--- src/rtl/v_red_seq.sv ---
// Sequencer for the AND/OR/XOR vector reduction pipeline: fetches vs2 beats, pads the tail, waits for the result.
// Build option: define VRED_SEW64_EN to process sew=3 commands; otherwise they complete immediately with err=1.
module v_red_seq #(
    parameter int unsigned DATA_WIDTH  = 64,
    parameter int unsigned ADDR_WIDTH  = 32,
    parameter int unsigned OPSEL_WIDTH = 2,
    parameter int unsigned SEW_WIDTH   = 2,
    parameter int unsigned VL_WIDTH    = 12
) (
    input  logic                   clk,
    input  logic                   rst,
    input  logic                   cmd_valid,
    output logic                   cmd_ready,
    input  logic [OPSEL_WIDTH-1:0] cmd_opsel,
    input  logic [SEW_WIDTH-1:0]   cmd_sew,
    input  logic [VL_WIDTH-1:0]    cmd_vl,
    input  logic [ADDR_WIDTH-1:0]  cmd_src_addr,
    input  logic [ADDR_WIDTH-1:0]  cmd_dst_addr,
    input  logic [DATA_WIDTH-1:0]  cmd_scalar,
    output logic                   rd_valid,
    output logic [ADDR_WIDTH-1:0]  rd_addr,
    input  logic                   rd_ready,
    input  logic                   rd_data_valid,
    input  logic [DATA_WIDTH-1:0]  rd_data,
    output logic                   red_valid,
    output logic                   red_start,
    output logic                   red_end,
    output logic [DATA_WIDTH-1:0]  red_vec0,
    output logic [DATA_WIDTH-1:0]  red_vec1,
    output logic [OPSEL_WIDTH-1:0] red_opsel,
    output logic [SEW_WIDTH-1:0]   red_sew,
    output logic [ADDR_WIDTH-1:0]  red_addr,
    input  logic                   red_out_valid,
    output logic                   busy,
    output logic                   done,
    output logic                   err
);

    localparam int unsigned BPB     = DATA_WIDTH / 8;
    localparam int unsigned BPB_LOG = $clog2(BPB);
    localparam int unsigned TOT_W   = VL_WIDTH + 3;
    localparam int unsigned SUM_W   = VL_WIDTH + 4;
    localparam int unsigned CNT_W   = VL_WIDTH + 1;

    typedef enum logic [1:0] {
        IDLE  = 2'd0,
        READ  = 2'd1,
        DRAIN = 2'd2,
        FIN   = 2'd3
    } state_e;

    state_e                 state_q;
    logic                   cmd_ready_q;
    logic                   busy_q;
    logic                   done_q;
    logic                   err_q;
    logic                   rd_valid_q;
    logic [ADDR_WIDTH-1:0]  rd_addr_q;
    logic [CNT_W-1:0]       req_cnt_q;
    logic [CNT_W-1:0]       beat_cnt_q;
    logic [CNT_W-1:0]       nbeat_q;
    logic [BPB_LOG-1:0]     tail_q;
    logic                   red_valid_q;
    logic                   red_start_q;
    logic                   red_end_q;
    logic [DATA_WIDTH-1:0]  red_vec0_q;
    logic [DATA_WIDTH-1:0]  red_vec1_q;
    logic [OPSEL_WIDTH-1:0] opsel_q;
    logic [SEW_WIDTH-1:0]   sew_q;
    logic [ADDR_WIDTH-1:0]  dst_q;

    logic [TOT_W-1:0]       tot_d;
    logic [CNT_W-1:0]       nbeat_d;
    logic [BPB_LOG-1:0]     tail_d;
    logic                   reject_d;
    logic                   last_beat_d;
    logic [7:0]             pad_byte_d;
    logic [DATA_WIDTH-1:0]  vec0_d;

    // Command geometry, rejection and tail padding of the incoming beat.
    always_comb begin
        tot_d       = TOT_W'(cmd_vl) << cmd_sew;
        nbeat_d     = CNT_W'((SUM_W'(tot_d) + SUM_W'(BPB - 1)) >> BPB_LOG);
        tail_d      = tot_d[BPB_LOG-1:0];
`ifdef VRED_SEW64_EN
        reject_d    = 1'b0;
`else
        reject_d    = (cmd_sew == SEW_WIDTH'(3));
`endif
        last_beat_d = (beat_cnt_q == (nbeat_q - CNT_W'(1)));
        pad_byte_d  = (opsel_q == OPSEL_WIDTH'(1)) ? 8'hFF : 8'h00;
        vec0_d      = rd_data;
        if (last_beat_d && (tail_q != '0)) begin
            for (int i = 0; i < int'(BPB); i++) begin
                if (i >= int'(tail_q)) begin
                    vec0_d[i*8 +: 8] = pad_byte_d;
                end
            end
        end
    end

    always_ff @(posedge clk) begin
        if (rst) begin
            state_q     <= IDLE;
            cmd_ready_q <= 1'b1;
            busy_q      <= 1'b0;
            done_q      <= 1'b0;
            err_q       <= 1'b0;
            rd_valid_q  <= 1'b0;
            rd_addr_q   <= '0;
            req_cnt_q   <= '0;
            beat_cnt_q  <= '0;
            nbeat_q     <= '0;
            tail_q      <= '0;
            red_valid_q <= 1'b0;
            red_start_q <= 1'b0;
            red_end_q   <= 1'b0;
            red_vec0_q  <= '0;
            red_vec1_q  <= '0;
            opsel_q     <= '0;
            sew_q       <= '0;
            dst_q       <= '0;
        end else begin
            done_q      <= 1'b0;
            red_valid_q <= 1'b0;
            red_start_q <= 1'b0;
            red_end_q   <= 1'b0;
            case (state_q)
                IDLE: begin
                    if (cmd_valid) begin
                        cmd_ready_q <= 1'b0;
                        busy_q      <= 1'b1;
                        opsel_q     <= cmd_opsel;
                        sew_q       <= cmd_sew;
                        dst_q       <= cmd_dst_addr;
                        red_vec1_q  <= cmd_scalar;
                        nbeat_q     <= nbeat_d;
                        tail_q      <= tail_d;
                        req_cnt_q   <= '0;
                        beat_cnt_q  <= '0;
                        if ((cmd_vl == '0) || reject_d) begin
                            state_q <= FIN;
                            done_q  <= 1'b1;
                            err_q   <= reject_d;
                        end else begin
                            state_q    <= READ;
                            rd_valid_q <= 1'b1;
                            rd_addr_q  <= cmd_src_addr;
                        end
                    end
                end
                READ: begin
                    if (rd_valid_q && rd_ready) begin
                        req_cnt_q <= req_cnt_q + CNT_W'(1);
                        rd_addr_q <= rd_addr_q + ADDR_WIDTH'(1);
                        if ((req_cnt_q + CNT_W'(1)) == nbeat_q) begin
                            rd_valid_q <= 1'b0;
                        end
                    end
                    if (rd_data_valid) begin
                        red_valid_q <= 1'b1;
                        red_start_q <= (beat_cnt_q == '0);
                        red_end_q   <= last_beat_d;
                        red_vec0_q  <= vec0_d;
                        beat_cnt_q  <= beat_cnt_q + CNT_W'(1);
                        if (last_beat_d) begin
                            state_q <= DRAIN;
                        end
                    end
                end
                DRAIN: begin
                    if (red_out_valid) begin
                        done_q      <= 1'b1;
                        state_q     <= IDLE;
                        cmd_ready_q <= 1'b1;
                        busy_q      <= 1'b0;
                    end
                end
                FIN: begin
                    err_q       <= 1'b0;
                    state_q     <= IDLE;
                    cmd_ready_q <= 1'b1;
                    busy_q      <= 1'b0;
                end
                default: begin
                    state_q <= IDLE;
                end
            endcase
        end
    end

    assign cmd_ready = cmd_ready_q;
    assign busy      = busy_q;
    assign done      = done_q;
    assign err       = err_q;
    assign rd_valid  = rd_valid_q;
    assign rd_addr   = rd_addr_q;
    assign red_valid = red_valid_q;
    assign red_start = red_start_q;
    assign red_end   = red_end_q;
    assign red_vec0  = red_vec0_q;
    assign red_vec1  = red_vec1_q;
    assign red_opsel = opsel_q;
    assign red_sew   = sew_q;
    assign red_addr  = dst_q;

endmodule
--- config.mk ---
export PLATFORM = sky130hd
export DESIGN_NAME = v_red_seq
export DESIGN_NICKNAME = d
export VERILOG_FILES = /design/src/rtl/v_red_seq.sv
export SDC_FILE = /design/constraint.sdc
export NUM_CORES = 1
export LEC_CHECK = 0
export ABC_AREA = 0
export CAP_MARGIN = 20
export CORE_MARGIN = 2
export CORE_UTILIZATION = 41
export CTS_CLUSTER_DIAMETER = 120
export DETAILED_ROUTE_END_ITERATION = 6
export PLACE_DENSITY = 0.79
export SLEW_MARGIN = 30
export SYNTH_ARGS = -nofsm -noshare
export SYNTH_HDL_FRONTEND = slang
export SYNTH_SLANG_ARGS = --single-unit
--- constraint.sdc ---
create_clock -name clk -period 3 [get_ports clk]
set_input_delay 0.3 -clock clk [delete_from_list [all_inputs] [get_ports clk]]
set_output_delay 0.3 -clock clk [all_outputs]
set_load 0.05 [all_outputs]
==> Yosys cells after proc, flatten, opt, wreduce, memory -nomap -nowiden <==
Cells that the tools add are included.
{ "totals": {"output_inout_bits": 204, "reg_bits": 248, "inputBits": 214, "word_cells": 113} }
{ "op_classes": {"bitwise": 2, "add_sub_neg": 5, "n_shift": 1, "n_reduce_logical": 21, "mux": 43, "n_lt_le_gt_ge": 7, "n_eq_ne": 15} }
{ "op_table": {"columns": ["cell", "count"], "rows": [
  ["32-bit 2-to-1 mux", 3],
  ["64-bit 2-to-1 mux", 1],
  ["8-bit 2-to-1 mux", 8],
  ["32-bit case mux with 2 select lines", 1],
  ["13-bit case mux with 2 select lines", 2],
  ["13-bit 2-to-1 mux", 3],
  ["32-bit by 1-bit adder with 32-bit output, second input constant", 1],
  ["13-bit by 1-bit adder with 13-bit output, second input constant", 2],
  ["13-bit equality test", 2],
  ["15-bit by 3-bit adder with 16-bit output, second input constant", 1],
  ["2-bit inequality test, second input constant", 8],
  ["12-bit by 2-bit left shift with 15-bit output", 1],
  ["1-bit 2-to-1 mux", 14],
  ["13-bit logical NOT", 1],
  ["13-bit by 1-bit subtractor with 13-bit output, second input constant", 1],
  ["12-bit logical NOT", 1],
  ["3-bit AND reduction", 4],
  ["2-bit 2-to-1 mux", 5],
  ["3-bit >= comparator, first input constant", 3],
  ["2-bit case mux with 4 select lines", 1],
  ["4-bit AND reduction", 2],
  ["2-bit equality test, second input constant", 3],
  ["1-bit by 3-bit >= comparator with 1-bit output, first input constant", 2],
  ["2-bit by 3-bit >= comparator with 1-bit output, first input constant", 2],
  ["other kinds (13)", 22]
]} }

==> Depth between registers and ports, before layout <==
Gate-level depths: netlist of run 1.
{ "logic_depth": {"ltp_word": 5, "mapped_depth": 11, "ltp_nobuf": 9} }

==> Worst setup path before layout of run 1 <==
OpenSTA, ideal clock, no wires.
{ "synth_timing": {"path_kind": "reg2reg", "startpoint": "reg nbeat_q[0]", "endpoint": "reg red_vec0_q[56], in the netlist red_vec0[56]", "path_stages_with_launch": 12, "n_path_buf": 2, "period_less_slack_ps": 3009, "setup_slack_ps": -9, "t_arrival_ps": 2883, "setup_time_ps": 127, "required_time_ps": 2873, "cell_sequence": "dfxtp_1 clkbuf_1 inv_1 ha_1 or4b_4 or3_4 a2111oi_4 nand2_2 nor4_4 buf_6 a31o_4 a31oi_2"} }
{ "synth_via": {"elab_chain_len": 4} }
{ "synth_lines": {"columns": ["element", "line", "rtl"], "rows": [
  ["start: declaration", "61", "logic [CNT_W-1:0] nbeat_q;"],
  ["start signal: assignment", "137", "nbeat_q <= nbeat_d;"],
  ["13-bit by 1-bit subtractor with 13-bit output", "90", "last_beat_d = (beat_cnt_q == (nbeat_q - CNT_W'(1)));"],
  ["13-bit equality test", "90", null],
  ["1-bit logical AND", "93", "if (last_beat_d && (tail_q != '0)) begin"],
  ["64-bit 2-to-1 mux", "93", null],
  ["end signal: assignment", "164", "red_vec0_q <= vec0_d;"],
  ["end: declaration", "66", "logic [DATA_WIDTH-1:0] red_vec0_q;"]
]} }
No other way between the ends.
A chain may end at the register's enable or synchronous reset.

==> Worst setup path in the final report of run 1 <==
{ "layout_timing": {"startpoint": "reg nbeat_q[0]", "endpoint": "reg red_vec0_q[40], in the netlist red_vec0[40]"} }
Same word-level chain as after synthesis.

==> flow_summary.ini, run 1 <==
[synthesis]
synth_edf_count = 0
synth_top_area_cell = dfxtp_1
yosys-top-cells-area = dfxtp_1, nand2_1, a21oi_1
ys_ff_latch = 248
ys.warnings.count = 0
ys.flop_type = dfxtp_1
async_reset_ff_share_pct = 0
synth_area_per_cell_um2 = 7.69
synth.top_cell.area_share_pct = 43.4
yosysMostFrequentCell = nand2_1
syn-cell-area_mm2 = 0.0114
synth_nets = 1707
ys_types = 69
netlist_top_cells_count = nand2_1, dfxtp_1, a21oi_1
yosysSeqAreaShare_pct = 43.4
netlist_instances = 1488

[worst_hold_path]
min_from = rst
min_delay_worst_endpoint = rd_addr[1]
hold_class = input port to flip-flop
holdPathStages = 2

[finish]
fillers = 2400
utilization_pct = 61.5
area_growth_pct = 48.4
drive_above_1_share_pct = 7.20
fin_area_mm2 = 0.0170
diodes = 0
nNetsFinal = 2089

[setup_path]
start_kind = flip-flop
required_ps = 3400
crit_fanout = 8
crit-reg2reg-launch = nbeat_q[0]
ff2ff_path_depth = 11
cp.arrival_ps = 3250
end_kind = flip-flop
rrSetupSlack_ps = 160
worstReg2RegEnd = red_vec0[40]
worstSetupPathType = flip-flop to flip-flop

[global_routing]
grtUsageTotal_pct = 24.6
grt-ovfl-total = 0
antenna_found_initial = 1
grt_pass1_wl_um = 58500
grt_pass1_vias = 11159
grt_max_degree = 121

[die]
die_area_mm2 = 0.0293
die_height_um = 171
die_x_um = 171
coreArea_mm2 = 0.0276
row_count = 61
start_util_pct = 41.4
io_pins = 418

[sta]
max_freq_mhz = 352
fin_skew_ps = 15.6
drv_slew = 0
period_needed_ps = 2840
rsz0062_at_grt = false
fin_ws_ps = 155
relSlewSlack_pct = 54.4
tightest_slew_ps = 685
finalHoldViolCount = 0
setup_viol = 0
timing.final.crit_share_pct = 94.8
finalSetupTns_ps = 0

[cts]
cts_hold_buf = 0
clk_pin_slew_worst_paths_ps = 60
cts_inserted_buffers = 27
cts.sinks = 248
clock_latency_ps = 540
cts_tree = done
clk_path_buf_depth = 3
h-tree-depth = 1
root_buffer = clkbuf_16

[pwr]
clkPwrFrac_pct = 36.5
sw_frac_of_total_pct = 31.2
power_density_mw_per_mm2 = 544
intPower_w = 0.00636
seq_power_share_pct = 39.5
peakVddDrop_uv = 388
p_switching_w = 0.00288
power.leakage_nw = 6.02
p_comb_share_pct = 24.0

[run]
cap_violations = 0

[detailed_routing]
drt-initial-drc-count = 858
avgRoutedWirePerCell_um = 16.8
routed_wl_um = 38100
dr.pass1.iters = 7
drc = 1
vias = 12112
drtAntennaViolNets = 0
vias_per_cell = 5.35

[place]
port_buffers = 417
place.gp.congestion = 0.912
placed_cell_area_mm2 = 0.0160
place_ws_ps = 89.5
post-dp-hpwl_um = 27500

[outcome]
status = finished, violations left
violations = design-rule violations
layout make-up:
cell class                      count  area (µm²)  share of cell area, %
Sequential cell                   248        4960                   29.2
Clock inverter                      9         100                  0.589
Inverter                            9        33.8                  0.199
Tap cell                          378         473                   2.78
Clock buffer                       38         797                   4.69
Timing Repair Buffer              459        4560                   26.8
Multi-Input combinational cell   1125        6070                   35.7
flip-flops by register name (all words and copies together) (netlist names):
| name | cells |
|---|---|
| red_vec0 | 64 |
| err | 1 |
| rd_addr | 32 |
| red_vec1 | 64 |
| red_start | 1 |
| red_opsel | 2 |
| red_valid | 1 |
| red_end | 1 |
| done | 1 |
| cmd_ready | 1 |
| req_cnt_q | 13 |
| tail_q | 3 |
| state_q | 2 |
| red_sew | 2 |
| nbeat_q | 13 |
| rd_valid | 1 |
| red_addr | 32 |
| busy | 1 |
| beat_cnt_q | 13 |
worst max path at each step:
stage / from / to / slack, ps / depth (start not counted)
6_report: nbeat_q[0] / red_vec0[40] / 160 / 11
5_1_grt: nbeat_q[0] / red_vec0[40] / 30 / 11
4_1_cts: nbeat_q[0] / red_vec0[40] / 80 / 10
3_5_place_dp: nbeat_q[0] / red_vec0[40] / 90 / 10
3_3_place_gp: nbeat_q[0] / red_vec0[50] / 180 / 10
2_1_floorplan: nbeat_q[0] / red_vec0[24] / 40 / 11
placed cells by master, fill, tap and decap left out, types with 6 or more instances in the layout:
master	n
nor2_1	126
inv_1	9
xor2_1	13
nand3_1	38
nand2b_1	10
xnor2_1	34
clkbuf_8	8
o21ai_0	46
nor3_1	39
nor4_1	19
dfxtp_1	248
a22oi_1	9
a31oi_2	16
a21oi_1	162
and2_1	6
and4_1	6
a31oi_1	43
mux2i_1	11
o21a_1	7
nand4_1	12
nand2_1	399
clkbuf_16	28
a211oi_1	16
buf_4	37
clkdlybuf4s50_1	416
mux2_2	7
and3_1	17
what timing repair did:
item,in CTS,in global routing
setup endpoints to repair,0,25
buffers inserted,0,3
hold endpoints to repair,0,0
gates resized for setup,0,3
through the flow:
step / hold slack (ps) / total power, W / cells
final: 231 / 0.00924 / 2266
after global routing: 260 / 0.00957 / 2266
after CTS: 237 / 0.00928 / 2262
after detailed placement: 445 / 0.00592 / 2215
after global placement: 441 / 0.00589 / 2215
after floorplan: 436 / 0.00504 / 1488
worst max-delay path: stages, from the launching register on:
cell and delay (ps):
dfxtp_1 310, inv_1 50, ha_2 160, or4b_4 480, or3_4 360, a2111oi_4 340
nand2_2 110, nor4_4 240, buf_4 200, buf_12 140, a41o_4 250, a31oi_1 70
per-layer routing:
layer	wire length [µm]	global-route usage [%]
met4	1110	6.93
met3	3210	6.96
met5	0	0
met2	18500	42.9
met1	15300	29.5
power by group through the flow:
stage	Sequential, W	Combinational [W]	Clock [W]
after floorplan	0.00428	0.000761	0
after global placement	0.00371	0.00218	0
after detailed placement	0.00372	0.00220	0
after CTS	0.00364	0.00222	0.00342
after global routing	0.00367	0.00237	0.00354
final	0.00365	0.00222	0.00337
logic make-up (layout without fill, tap and decap cells):
logic type | Yosys count | in the layout | synth area share (%)
flops | 248 | 248 | 43.4
fa+ha+maj | 5 | 5 | 0.546
mux | 18 | 18 | 1.65
buf+inv | 115 | 515 | 3.95
compound gates | 347 | 347 | 19.3
xor+xnor | 47 | 47 | 3.60
simple gates | 708 | 708 | 27.6
(Power assumes the default switching activity.)
==> inputs of run 2 (changes only) <==
--- a/config.mk
+++ b/config.mk
@@ -12,6 +12,7 @@
 export CTS_CLUSTER_DIAMETER = 120
 export DETAILED_ROUTE_END_ITERATION = 6
 export PLACE_DENSITY = 0.79
+export SETUP_SLACK_MARGIN = 0.3
 export SLEW_MARGIN = 30
 export SYNTH_ARGS = -nofsm -noshare
 export SYNTH_HDL_FRONTEND = slang
==> flow_summary.ini, run 2 (synthesis results as in run 1) <==
[sta]
timing.final.crit_share_pct = 91.3
relSlewSlack_pct = 46.8
max_freq_mhz = 365
finalHoldViolCount = 0
period_needed_ps = 2740
setup_viol = 0
tightest_slew_ps = 787
rsz0062_at_grt = true
drv_slew = 0
fin_skew_ps = 9.40
finalSetupTns_ps = 0

[die]
start_util_pct = 41.4
die_height_um = 171
die_x_um = 171
coreArea_mm2 = 0.0276
io_pins = 418
row_count = 61
die_area_mm2 = 0.0293

[finish]
diodes = 0
final_common_cell = clkdlybuf4s50_1
fin_area_mm2 = 0.0173
area_growth_pct = 51.5
drive_above_1_share_pct = 8.59
layout_common_cells = clkdlybuf4s50_1, nand2_1, dfxtp_1
nNetsFinal = 2097

[detailed_routing]
dr.pass1.iters = 7
vias_per_cell = 5.37
drtAntennaViolNets = 0
drc = 1
routed_wl_um = 38900
drt-initial-drc-count = 829
vias = 12223
avgRoutedWirePerCell_um = 17.1

[cts]
cts_inserted_buffers = 28
root_buffer = clkbuf_16
h-tree-depth = 1
cts_tree = done
clk_path_buf_depth = 3
clock_latency_ps = 550
clk_pin_slew_worst_paths_ps = 60
cts.sinks = 248

[global_routing]
grt-ovfl-total = 0
grt_util_met1_pct = 29.3
use_met2_pct = 42.8
grt_pass1_wl_um = 59800
top_usage_layer = met2
grt_max_degree = 121
use_met3_pct = 7.61
antenna_found_initial = 0
grtUsageTotal_pct = 25.1
grt_pass1_vias = 11493

[place]
placed_cell_area_mm2 = 0.0160
port_buffers = 417
post-dp-hpwl_um = 27600
place.gp.congestion = 0.872

[worst_hold_path]
holdPathStages = 2
hold_class = input port to flip-flop

[pwr]
p_total_w = 0.00972
seq_power_share_pct = 37.6
sw_frac_of_total_pct = 30.6
intPower_w = 0.00675
clkPwrFrac_pct = 39.2
p_comb_share_pct = 23.2
peakVddDrop_uv = 441
power.leakage_nw = 6.14
power_density_mw_per_mm2 = 560
p_switching_w = 0.00297

[setup_path]
ff2ff_path_depth = 11
start_kind = flip-flop
cp_slowest_cell = or4b_4
crit_fanout = 8
slowest_delay_ps = 470
worstSetupPathType = flip-flop to flip-flop
required_ps = 3440
cp.arrival_ps = 3180
path_cells = inv_2, ha_4, or4b_4, or3_4, a2111oi_4, buf_4, nand3_4, nor4_4, buf_6, nor3_2, nor4_1
end_kind = flip-flop

[outcome]
status = finished, violations left
violations = design-rule violations

[run]
cap_violations = 0
==> run 2: path summary, 6_finish.rpt <==
kind / slack [ps] / endpoint / from
worst max register to register: 260 / red_vec0[25] / nbeat_q[1]
worst min-delay path: 210 / req_cnt_q[11] / rst
worst max-delay path: 260 / red_vec0[25] / nbeat_q[1]
worst min register to register: 450 / red_vec1[2] / red_vec1[2]
==> run 2: critical path: cells and delay by family (launching register included) <==
family / cells / cell delay [ps]
compound gates: 1 / 350
fa+ha+maj: 1 / 120
buf+inv: 3 / 440
flops: 1 / 320
simple gates: 6 / 1400
==> run 2: layout make-up <==
class / instances / area [µm²]
clock buffers: 36 / 792
fillers: 2354 / 10300
repair buffers: 466 / 4610
clock inverters: 14 / 240
multi-input cells: 1125 / 6230
inverters: 9 / 36.3
well taps: 378 / 473
flip-flops and latches: 248 / 4970
==> run 2: per-layer routing <==
layer  vias up  share of wire, %
met5         -                 0
met4         0               4.3
met3        93               9.5
met2       513                48
met1      5686                39
li1       5931                 -
==> run 2: repair_timing <==
item | CTS | global route
cloned | 1 | 0
endpoints found under the setup margin | 57 | 59
hold buffers | 0 | 0
resized for setup | 12 | 18
pin swaps | 5 | 5
setup buffers | 5 | 3
endpoints found under the hold margin | 0 | 0
==> run 2: through the flow <==
| stage | instances | hold WS, ps | utilization, % | setup WS [ps] |
|---|---|---|---|---|
| floorplan | 1488 | 436 | - | 234 |
| global placement | 2217 | 440 | 58.1 | 224 |
| detailed placement | 2217 | 446 | 58.1 | 188 |
| CTS | 2273 | 202 | 62.2 | 269 |
| global route | 2276 | 230 | 62.8 | 147 |
| finish | 2276 | 212 | 62.8 | 261 |
==> run 2: power by group through the flow <==
stage          combinational, W  clock, W  sequential [W]
2_1_floorplan          0.000769         0         0.00428
3_3_place_gp            0.00219         0         0.00370
4_1_cts                 0.00223   0.00388         0.00365
3_5_place_dp            0.00222         0         0.00371
6_report                0.00225   0.00381         0.00365
5_1_grt                 0.00240   0.00400         0.00367
